[config.mk]
export PLATFORM = sky130hd
export DESIGN_NAME = if_stage
export DESIGN_NICKNAME = d
export VERILOG_FILES = /design/src/rtl/if_stage_pkg.sv /design/src/rtl/if_stage_if_id_reg.sv /design/src/rtl/if_stage.sv
export SDC_FILE = /design/constraint.sdc
export NUM_CORES = 1
export LEC_CHECK = 0
export ABC_AREA = 1
export ABC_CLOCK_PERIOD_IN_PS = 2230
export CORE_UTILIZATION = 50
export CTS_CLUSTER_SIZE = 12
export DETAILED_ROUTE_END_ITERATION = 7
export PLACE_DENSITY = 0.86
export REMOVE_ABC_BUFFERS = 1
export SETUP_SLACK_MARGIN = 0.05
export SLEW_MARGIN = 0
export SYNTH_ARGS = -nofsm -noshare
export SYNTH_HDL_FRONTEND = slang
export SYNTH_SLANG_ARGS = --single-unit
[constraint.sdc]
create_clock -name i_clk -period 2.23 [get_ports i_clk]
set_input_delay 0.446 -clock i_clk [delete_from_list [all_inputs] [get_ports i_clk]]
set_output_delay 0.446 -clock i_clk [all_outputs]
set_load 0.01 [all_outputs]
[src/rtl/if_stage_pkg.sv]
// Shared ARM pipeline constants and the IF/ID pipeline register layout.
package if_stage_pkg;
  localparam int unsigned WORD_BYTES   = 4;
  localparam int unsigned IMEM_WORDS   = 256;
  localparam logic [31:0] RESET_PC_DEF = 32'h0000_0000;
  localparam logic [31:0] NOP_INST     = 32'h0000_0000;

  typedef struct packed {
    logic [31:0] pc;
    logic [31:0] inst;
    logic        valid;
    logic        fault;
  } if_id_t;
endpackage

[src/rtl/if_stage_if_id_reg.sv]
// IF/ID pipeline register: reset beats flush, flush beats freeze, freeze beats load.
module if_id_reg
  import if_stage_pkg::*;
#(
  parameter logic [31:0] NOP_WORD = NOP_INST
) (
  input  logic   i_clk,
  input  logic   i_rst_n,
  input  logic   i_freeze,
  input  logic   i_flush,
  input  if_id_t i_d,
  output if_id_t o_q
);
  if_id_t w_bubble;
  if_id_t r_q;

  assign w_bubble = '{pc: 32'h0, inst: NOP_WORD, valid: 1'b0, fault: 1'b0};

  always_ff @(posedge i_clk) begin
    if (!i_rst_n)      r_q <= w_bubble;
    else if (i_flush)  r_q <= w_bubble;
    else if (!i_freeze) r_q <= i_d;
  end

  assign o_q = r_q;
endmodule

[src/rtl/if_stage.sv]
// Instruction-fetch stage: PC register, sequential adder, branch redirect and fetch counter.
module if_stage
  import if_stage_pkg::*;
#(
  parameter logic [31:0] RESET_PC   = RESET_PC_DEF,
  parameter int unsigned IMEM_WORDS = if_stage_pkg::IMEM_WORDS,
  parameter logic [31:0] NOP_INST   = if_stage_pkg::NOP_INST
) (
  input  logic        i_clk,
  input  logic        i_rst_n,
  input  logic        i_freeze,
  input  logic        i_branch_taken,
  input  logic [31:0] i_branch_addr,
  output logic [31:0] o_imem_addr,
  input  logic [31:0] i_imem_inst,
  output logic [31:0] o_id_pc,
  output logic [31:0] o_id_inst,
  output logic        o_id_valid,
  output logic        o_id_fault,
  output logic [31:0] o_fetch_count
);
  logic [31:0] r_pc;
  logic [31:0] r_fetch_count;
  logic [31:0] w_pc_next;
  logic        w_fault;
  logic        w_load;
  if_id_t      w_d;
  if_id_t      w_q;

  assign w_pc_next = r_pc + 32'(WORD_BYTES);
  // Word index beyond the memory depth; the high bits are never aliased away.
  assign w_fault   = ({2'b00, r_pc[31:2]} >= 32'(IMEM_WORDS));
  assign w_load    = !i_branch_taken && !i_freeze;

  always_ff @(posedge i_clk) begin
    if (!i_rst_n) begin
      r_pc          <= RESET_PC;
      r_fetch_count <= 32'h0;
    end else begin
      if (i_branch_taken) r_pc <= {i_branch_addr[31:2], 2'b00};
      else if (!i_freeze) r_pc <= w_pc_next;
      if (w_load) r_fetch_count <= r_fetch_count + 32'h1;
    end
  end

  assign w_d = '{pc: w_pc_next, inst: i_imem_inst, valid: 1'b1, fault: w_fault};

  if_id_reg #(.NOP_WORD(NOP_INST)) u_if_id (
    .i_clk   (i_clk),
    .i_rst_n (i_rst_n),
    .i_freeze(i_freeze),
    .i_flush (i_branch_taken),
    .i_d     (w_d),
    .o_q     (w_q)
  );

  assign o_imem_addr   = r_pc;
  assign o_id_pc       = w_q.pc;
  assign o_id_inst     = w_q.inst;
  assign o_id_valid    = w_q.valid;
  assign o_id_fault    = w_q.fault;
  assign o_fetch_count = r_fetch_count;
endmodule

### Yosys cells after proc, flatten, opt, wreduce, memory -nomap -nowiden

Cells that the tools add are included.

| operators by class | value |
|---|---|
| $add $sub $neg | 2 |
| multiply operators | 0 |
| div/mod/pow operators | 0 |
| $lt $le $gt $ge | 1 |
| eq/ne operators | 1 |
| shifts and indexed selects | 0 |
| mux-type cells | 2 |
| bitwise logic cells | 1 |
| reductions and logical operators | 4 |

Operator list:

| cell | count |
|---|---|
| $mux 32 | 2 |
| $add 32x1->32 const B | 1 |
| $add 32x3->32 const B | 1 |
| $ge 30x9->1 const B | 1 |
| $logic_not 1->1 | 2 |
| $ne 2x1->1 const B | 1 |
| $reduce_or 2->1 | 1 |
| $logic_and 1x1->1 | 1 |
| $not 1->1 | 1 |

| word-level totals | value |
|---|---|
| register bits | 130 |
| latch bits | 0 |
| memory bits (writable) | 0 |
| bits in read-only memories | 0 |
| input bits | 68 |
| output and inout port bits | 130 |
| word-level logic and storage cells | 18 |
| memories | 0 |

### Longest topological paths before layout

Gate-level depths: netlist of run 1.

| depth | value |
|---|---|
| depth in word-level cells | 3 |
| gate-level depth with buffers | 11 |

### By module

From an unflattened synthesis of run 1, not the netlist that was laid out.

| unflattened totals | value |
|---|---|
| cell total of the unflattened synthesis | 906 |
| area, all modules | 6229.7 um^2 |

By module, submodules not included:

| module | instances | cells an instance | area an instance (um^2) | sequential area each (um^2) |
|---|---|---|---|---|
| if_stage | 1 | 618 | 3928.8 | 1241.2 |
| if_id_reg | 1 | 288 | 2301.0 | 1321.3 |

### Worst setup path after synthesis of run 1

No wires, ideal clock.

| path | value |
|---|---|
| kind | in2reg |
| start | input port i_branch_taken |
| end | register r_fetch_count[19] (netlist: o_fetch_count[19]) |
| setup time | 0.116 ns |
| arrival | 1.464 ns |
| path slack | 0.650 ns |
| cell stages on the path | 9 |
| path through | buf_2 inv_2 nand2_4 nor2_8 nand2_4 nor3_4 nand2_1 o21ai_0 nor2_1 |

| on the way | value |
|---|---|
| cells in the longest elaborated chain, start to end | 2 |

Ends and longest elaborated chain:

| element | RTL line | source |
|---|---|---|
| start: declaration | if_stage.sv:12 | `input logic i_branch_taken,` |
| $logic_not 1->1 | if_stage.sv:33 | `assign w_load = !i_branch_taken && !i_freeze;` |
| $logic_and 1x1->1 | if_stage.sv:33 |  |
| end signal: assignment | if_stage.sv:42 | `if (w_load) r_fetch_count <= r_fetch_count + 32'h1;` |
| end: declaration | if_stage.sv:23 | `logic [31:0] r_fetch_count;` |

No other way between the ends.
A chain may end at the register's enable or synchronous reset.

### Worst setup path after layout of run 1

| path | value |
|---|---|
| start | register r_pc[13] (netlist: o_imem_addr[13]) |
| end | output port o_imem_addr[13] |

RTL lines:

| element | RTL line | source |
|---|---|---|
| start: declaration | if_stage.sv:22 | `logic [31:0] r_pc;` |
| start signal: assignment | if_stage.sv:40 | `if (i_branch_taken) r_pc <= {i_branch_addr[31:2], 2'b00};` |
| start signal: assignment | if_stage.sv:41 | `else if (!i_freeze) r_pc <= w_pc_next;` |
| end: declaration | if_stage.sv:14 | `output logic [31:0] o_imem_addr,` |

No word-level cell between the ends.

==> results of run 1 <==
## state kept, by name, indices dropped and copies added (netlist names)
| name | cells |
|---|---|
| o_imem_addr | 30 |
| u_if_id.o_q | 64 |
| o_fetch_count | 32 |
## synthesized netlist by cell type
cell type | instances | share of area
nand2_1 | 282 | 0.17
nor2_1 | 146 | 0.089
dfxtp_1 | 126 | 0.41
inv_1 | 115 | 0.070
a21oi_1 | 67 | 0.055
o21ai_0 | 55 | 0.045
nand3_1 | 43 | 0.035
clkbuf_1 | 25 | 0.015
xor2_1 | 14 | 0.020
a31oi_1 | 10 | 0.010
nand4_1 | 10 | 0.010
nor3_1 | 9 | 0.0073
buf_2 | 6 | 0.0049
nor2_2 | 5 | 0.0051
o21ai_1 | 5 | 0.0041
buf_1 | 4 | 0.0024
buf_4 | 4 | 0.0049
o21a_1 | 4 | 0.0049
ha_1 | 3 | 0.0061
o211ai_1 | 3 | 0.0037
xnor2_1 | 3 | 0.0043
inv_2 | 2 | 0.0012
nand2_4 | 2 | 0.0037
buf_6 | 1 | 0.0018
conb_1 | 1 | 0.00061
inv_4 | 1 | 0.0010
nand2_2 | 1 | 0.0010
nand3_2 | 1 | 0.0016
nor2_4 | 1 | 0.0018
nor2_8 | 1 | 0.0033
nor3_2 | 1 | 0.0016
nor3_4 | 1 | 0.0026
## cells by family after synthesis
logic type               synth area share
adder cells (fa/ha/maj)           0.00611
AND/OR/NAND/NOR                     0.335
AO/OA/AOI/OAI                       0.122
flip-flops                          0.410
buffers and inverters               0.102
XOR/XNOR                           0.0242
other                            0.000610
## how the worst max path moves through the flow
stage	startpoint	endpoint	cells past startpoint
after floorplan	i_rst_n	u_if_id.o_q[55]	6
after global placement	i_branch_taken	o_imem_addr[18]	7
after detailed placement	i_branch_taken	o_imem_addr[17]	7
after CTS	o_imem_addr[13]	o_imem_addr[13]	1
after global routing	i_branch_taken	o_fetch_count[26]	9
final	o_imem_addr[13]	o_imem_addr[13]	1
## cells in the final DEF, fill, tap and decap left out, types with 2 or more instances in the layout
cell and instances:
nand4_1 10, ha_1 3, clkinv_2 5, nand2_1 282, nand3_1 43, o21ai_0 55, nor2_1 146, a21oi_1 67
dfxtp_1 126, bufinv_16 2, xnor2_1 3, nor3_1 9, inv_2 2, buf_4 13, clkbuf_1 3, clkdlybuf4s50_1 190
clkbuf_16 17, o211ai_1 3, o21a_1 4, a31oi_1 10, xor2_1 14, clkbuf_8 4, nand2_4 2, nor2_2 5
conb_1 4, o21ai_1 5, inv_1 115
## worst min-delay path, delay by kind of cell
family | cells | cell delay (ps)
buffers and inverters | 2 | 240
AOI/OAI and AO/OA | 1 | 100
## where the power goes
part	leakage [uW]	switching, uW	internal, uW
registers	0.00103	73.8	2330
clock network	0.000290	941	1750
logic	0.00236	326	325
## routing by layer
metal  vias up  GRT usage  part of all wire
li1       3349          -                 -
met1      2962      0.327              0.41
met2       228      0.495              0.47
met3        35     0.0975             0.091
met4         0      0.133             0.024
met5         -          0                 0
## metrics by stage
stage | util | setup slack [ps] | instances | setup TNS, ps | cell area, um^2
6_report | 0.729 | 278 | 1298 | 0 | 8760
5_1_grt | 0.729 | 150 | 1298 | 0 | 8760
4_1_cts | 0.729 | 261 | 1298 | 0 | 8760
3_5_place_dp | 0.681 | -69.3 | 1267 | -796 | 8190
3_3_place_gp | 0.681 | -11.0 | 1267 | -95.9 | 8190
2_1_floorplan | - | 197 | 915 | 0 | 5980
## final cells by class
type                            instances  share of cell area
Multi-Input combinational cell        671               0.343
Tap cell                              147              0.0210
Inverter                              118              0.0508
Clock buffer                           24              0.0561
Sequential cell                       126               0.288
Clock inverter                          7             0.00971
Timing Repair Buffer                  205               0.231
==> flow_metrics.env, run 1 <==
export IMPL_vias=6574
export IMPL_r2r_end="o_imem_addr[16]"
export IMPL_core_mm2=0.0120
export IMPL_setup_viol=0
export IMPL_max_cap_viol_count=0
export IMPL_final_seq_area_mm2=0.00252
export IMPL_reg2reg_setup_slack_ps=360
export IMPL_path_class="register to output pin"
export IMPL_cts_max_path_buffers=2
export IMPL_clk_pin_slew_ps=50
export IMPL_ys_seq_elements=126
export IMPL_postCtsSetupRepairBufs=0
export IMPL_crit_arrival_ps=1510
export IMPL_cts_htree_levels=4
export IMPL_die_area_mm2=0.0127
export IMPL_fill_cells=1018
export IMPL_drive_gt1_frac=0.0513
export IMPL_insertion_delay_ps=420
export IMPL_crit_family="buffers and inverters"
export IMPL_grt_pass1_wl_um=29000
export IMPL_synth_area_mm2=0.00615
export IMPL_finalHoldWorstSlack_ps=406
export IMPL_synth_distinct_cells=32
export IMPL_die_x_um=113
export IMPL_status="completed"
export IMPL_clock_root_buffer="clkbuf_16"
export IMPL_wl_um=18100
export IMPL_p_leak_uw=0.00368
export IMPL_min_from="i_freeze"
export IMPL_avgSynthCellArea_um2=6.46
export IMPL_io_pins=198
export IMPL_crit_slowest_cell="clkdlybuf4s50_1"
export IMPL_cpPeakStageDelay_ps=610
export IMPL_cts_tree="done"
export IMPL_route_antenna_remaining_nets=0
export IMPL_floorplan_initialDensity=0.512
export IMPL_drt_vias_per_instance=5.06
export IMPL_antenna_found_initial=0
export IMPL_multi_input_area_mm2=0.00301
export IMPL_grt_overflow_total=0
export IMPL_place_hpwl_um=12900
export IMPL_drc=0
export IMPL_hold_buffers=0
export IMPL_critPathRequiredTime_ps=1780
export IMPL_worstPathCellList="clkdlybuf4s50_1"
export IMPL_p_per_area_mw_per_mm2=655
export IMPL_r2r_start="o_imem_addr[3]"
export IMPL_yosysSeqAreaShare=0.410
export IMPL_cts_buffers=17
export IMPL_finalMaxSlewViolations=0
export IMPL_end_kind="output pin"
export IMPL_grt_max_degree=59
export IMPL_critical_path_buf_inv_count=1
export IMPL_hold_class="primary input to register"
export IMPL_vdd_drop_max_v=0.000336
export IMPL_first_pass_iters=4
export IMPL_reg2regPathDepth=7
export IMPL_hold_viol=0
export IMPL_relSlewSlack=0.594
export IMPL_drtIter0Drc=384
export IMPL_grt_pass1_vias=6126
export IMPL_port_buffers=191
export IMPL_finalPower_uw=5740
export IMPL_startpoint_type="register"
export IMPL_final_nets=1210
export IMPL_timing_final_crit_period_ps=1950
export IMPL_syn2layout_area_growth_pct=42.6
export IMPL_rsz0062_at_grt="no"
export IMPL_die_h_um=113
export IMPL_worst_hold_path_endpoint="u_if_id.o_q[64]"
export IMPL_max_slew_worst_pin_slew_ps=609
export IMPL_ctsResizeCount=0
export IMPL_syn_instance_count=952
export IMPL_grt_util_all_layers=0.289
export IMPL_fmax_mhz=512
export IMPL_wire_per_inst_um=13.9
export IMPL_antenna_cells=0
export IMPL_cts_num_sinks=126
export IMPL_period_share=0.875
export IMPL_finClkSkew_ps=4.97
export IMPL_crit_fanout=6
export IMPL_min_path_cells=3
export IMPL_rows=40
export IMPL_ys_warn_count=0
export IMPL_gp_routability_congestion=0.946
(Power assumes the default switching activity.)
==> inputs of run 2 (changes only) <==
--- a/config.mk
+++ b/config.mk
@@ -8,6 +8,7 @@
 export ABC_AREA = 1
 export ABC_CLOCK_PERIOD_IN_PS = 2230
 export CORE_UTILIZATION = 50
+export CTS_CLUSTER_DIAMETER = 40
 export CTS_CLUSTER_SIZE = 12
 export DETAILED_ROUTE_END_ITERATION = 7
 export PLACE_DENSITY = 0.86
==> results of run 2 <==
Same layout as run 1: the final DEF is identical, and so are final timing and power.
==> RTL change (flow settings as in run 1) <==
Add an input register stage for `i_freeze`, `i_branch_taken`, `i_branch_addr` and `i_imem_inst`; this delays them by one clock.
--- a/src/rtl/if_stage.sv
+++ b/src/rtl/if_stage.sv
@@ -20,4 +20,17 @@
   output logic [31:0] o_fetch_count
 );
+
+  logic i_freeze_q;
+  logic i_branch_taken_q;
+  logic [31:0] i_branch_addr_q;
+  logic [31:0] i_imem_inst_q;
+
+  always_ff @(posedge i_clk) begin
+    i_freeze_q       <= i_freeze;
+    i_branch_taken_q <= i_branch_taken;
+    i_branch_addr_q  <= i_branch_addr;
+    i_imem_inst_q    <= i_imem_inst;
+  end
+
   logic [31:0] r_pc;
   logic [31:0] r_fetch_count;
@@ -31,5 +44,5 @@
   // Word index beyond the memory depth; the high bits are never aliased away.
   assign w_fault   = ({2'b00, r_pc[31:2]} >= 32'(IMEM_WORDS));
-  assign w_load    = !i_branch_taken && !i_freeze;
+  assign w_load    = !i_branch_taken_q && !i_freeze_q;
 
   always_ff @(posedge i_clk) begin
@@ -38,17 +51,17 @@
       r_fetch_count <= 32'h0;
     end else begin
-      if (i_branch_taken) r_pc <= {i_branch_addr[31:2], 2'b00};
-      else if (!i_freeze) r_pc <= w_pc_next;
+      if (i_branch_taken_q) r_pc <= {i_branch_addr_q[31:2], 2'b00};
+      else if (!i_freeze_q) r_pc <= w_pc_next;
       if (w_load) r_fetch_count <= r_fetch_count + 32'h1;
     end
   end
 
-  assign w_d = '{pc: w_pc_next, inst: i_imem_inst, valid: 1'b1, fault: w_fault};
+  assign w_d = '{pc: w_pc_next, inst: i_imem_inst_q, valid: 1'b1, fault: w_fault};
 
   if_id_reg #(.NOP_WORD(NOP_INST)) u_if_id (
     .i_clk   (i_clk),
     .i_rst_n (i_rst_n),
-    .i_freeze(i_freeze),
-    .i_flush (i_branch_taken),
+    .i_freeze(i_freeze_q),
+    .i_flush (i_branch_taken_q),
     .i_d     (w_d),
     .o_q     (w_q)
Formal check against the unedited RTL: not equivalent (a bounded check fails within 4 cycles, from zero or initial values and one cycle with i_rst_n low).
==> RTL change against run 1 <==
Combinational power shrank 0.8%. Setup slack got worse by 0.017 ns. Critical path depth did not move. Power grew 27%. Area after synthesis up 21%. Wire length is 8.8% higher. Design area increased by 15%. Non-clock buffer count unchanged. Register-to-register slack lost 0.04 ns. Hold slack better by 0.031 ns. Sequential cell count increased by 64. First-iteration DRC count decreased by 4.9%. Cell count up 5.6%.
==> RTL change: results (changes against run 1) <==
Outcome
  • Status: complete, no violations

Logic synthesis
  • Sequential cell area fraction in the yosys report: 51.3% (+10 points)
  • Synth top area cells: dfxtp_1 51%, nand2_1 14%, nor2_1 6.4%
  • Synth unique cells: 34 (+6.3%)
  • Commonest cells in the netlist: 267 x nand2_1, 190 x dfxtp_1, 127 x nor2_1
  • Mapped Cells: 986 (+3.6%)

Pwr
  • Max VDD drop: 0.525 mV (+56%)
  • Static Leakage: 0.00412 uW (+12%)

GRT
  • Vias in the first global route: 6,680 (+9.0%)
  • Largest net degree at the start of global routing: 47 (-20%)
  • First-pass GRT wire length: 31.1 mm (+7.1%)
  • GRT Util Overall: 26.4% (-2.6 points)

Placed design
  • Dpl cells: 1,338 (+5.6%)
  • GP Congestion: 0.939 (-0.72%)
  • Dpl hpwl: 14.0 mm (+8.8%)
  • Post-place instance area: 9510 um2 (+16%)
  • DP Worst Slack: 0.416 ns (+0.485 ns)

Worst setup path
  • Worst R2R Setup Slack: 0.32 ns (-0.04 ns)
  • Crit-path leading delay family: buffers and inverters
  • Crit path from: o_imem_addr[16]
  • R2R Path End: u_if_id.o_q[58]
  • FF-to-FF path depth: 10 (+3)

Route
  • Vias: 6,900 (+5.0%)
  • Detailed Route Iter0 Violations: 365 (-4.9%)
  • First-pass DRT Iterations: 5 (+1)
  • Routed wire length: 19.7 mm (+8.8%)

Hold path
  • Hold Crit Class: reg -> reg
  • Hold depth: 2 (-1)
  • Hold endpoint: u_if_id.o_q[21]
  • Hold_sp: i_imem_inst_q[19]

STA
  • Clock skew: 0.00758 ns (+0.00261 ns)
  • Max transition margin: 63.3% (+3.9 points)

Layout
  • Layout Cells excl Fill: 1,371 (+5.6%)
  • Final nets: 1,244 (+2.8%)
  • Fillcell total: 1,126 (+11%)

Clock network
  • Total CTS buffers: 17 (unchanged)
  • Clk slew on worst S/H paths: 0.07 ns (+0.02 ns)
[RTL change: worst max path at each step]
| stage | to | slack, ns | cells past startpoint |
|---|---|---|---|
| after CTS | o_imem_addr[16] | 0.26 | 1 |
| after global routing | u_if_id.o_q[58] | 0.17 | 10 |
| after detailed placement | o_imem_addr[31] | 0.42 | 6 |
| after global placement | u_if_id.o_q[58] | 0.47 | 10 |
| after floorplan | o_imem_addr[11] | -0.81 | 6 |
| final | o_imem_addr[16] | 0.26 | 1 |
[RTL change: cell type report]
cell class	count	share of cell area [%]
Sequential cell	190	37.7
Inverter	107	3.98
Multi-Input combinational cell	652	30.1
Antenna cell	1	0.0248
Clock inverter	11	1.29
Timing Repair Buffer	205	20.1
Tap cell	184	2.28
Clock buffer	21	4.56
[RTL change: cell families (layout without fill, tap and decap cells)]
group	after synthesis	in the layout	share of synthesized area, %
DFF	190	190	51.3
xor gates and xnor gates	23	23	2.72
other	1	5	0.0506
adders and majority gates	3	3	0.506
AOI/OAI and AO/OA	138	138	9.82
and+or+nand+nor	484	484	27.7
buffers and inverters	147	344	7.89
[RTL change: where the power goes]
| part | internal, uW | switching, uW |
|---|---|---|
| Sequential | 3530 | 98.7 |
| Clock | 1730 | 1310 |
| Combinational | 328 | 318 |
| Total | 5590 | 1730 |
[RTL change: layer usage]
metal  up-vias  wire [um]  GRT usage [%]
li1       3448          -              -
met1      3192       7770           28.1
met2       232       9770           47.4
met3        28       1770           8.88
met4         0        376           10.5
met5         -          0              0
[RTL change: stage by stage]
stage,setup TNS [ns],total power [uW],hold WS (ns),utilization (%)
finish,0,7310,0.438,69.8
detailed placement,0,4340,0.436,65.7
floorplan,-25.94,3950,0.426,-
global route,0,7590,0.440,69.7
CTS,0,7370,0.439,69.7
global placement,0,4320,0.427,65.7
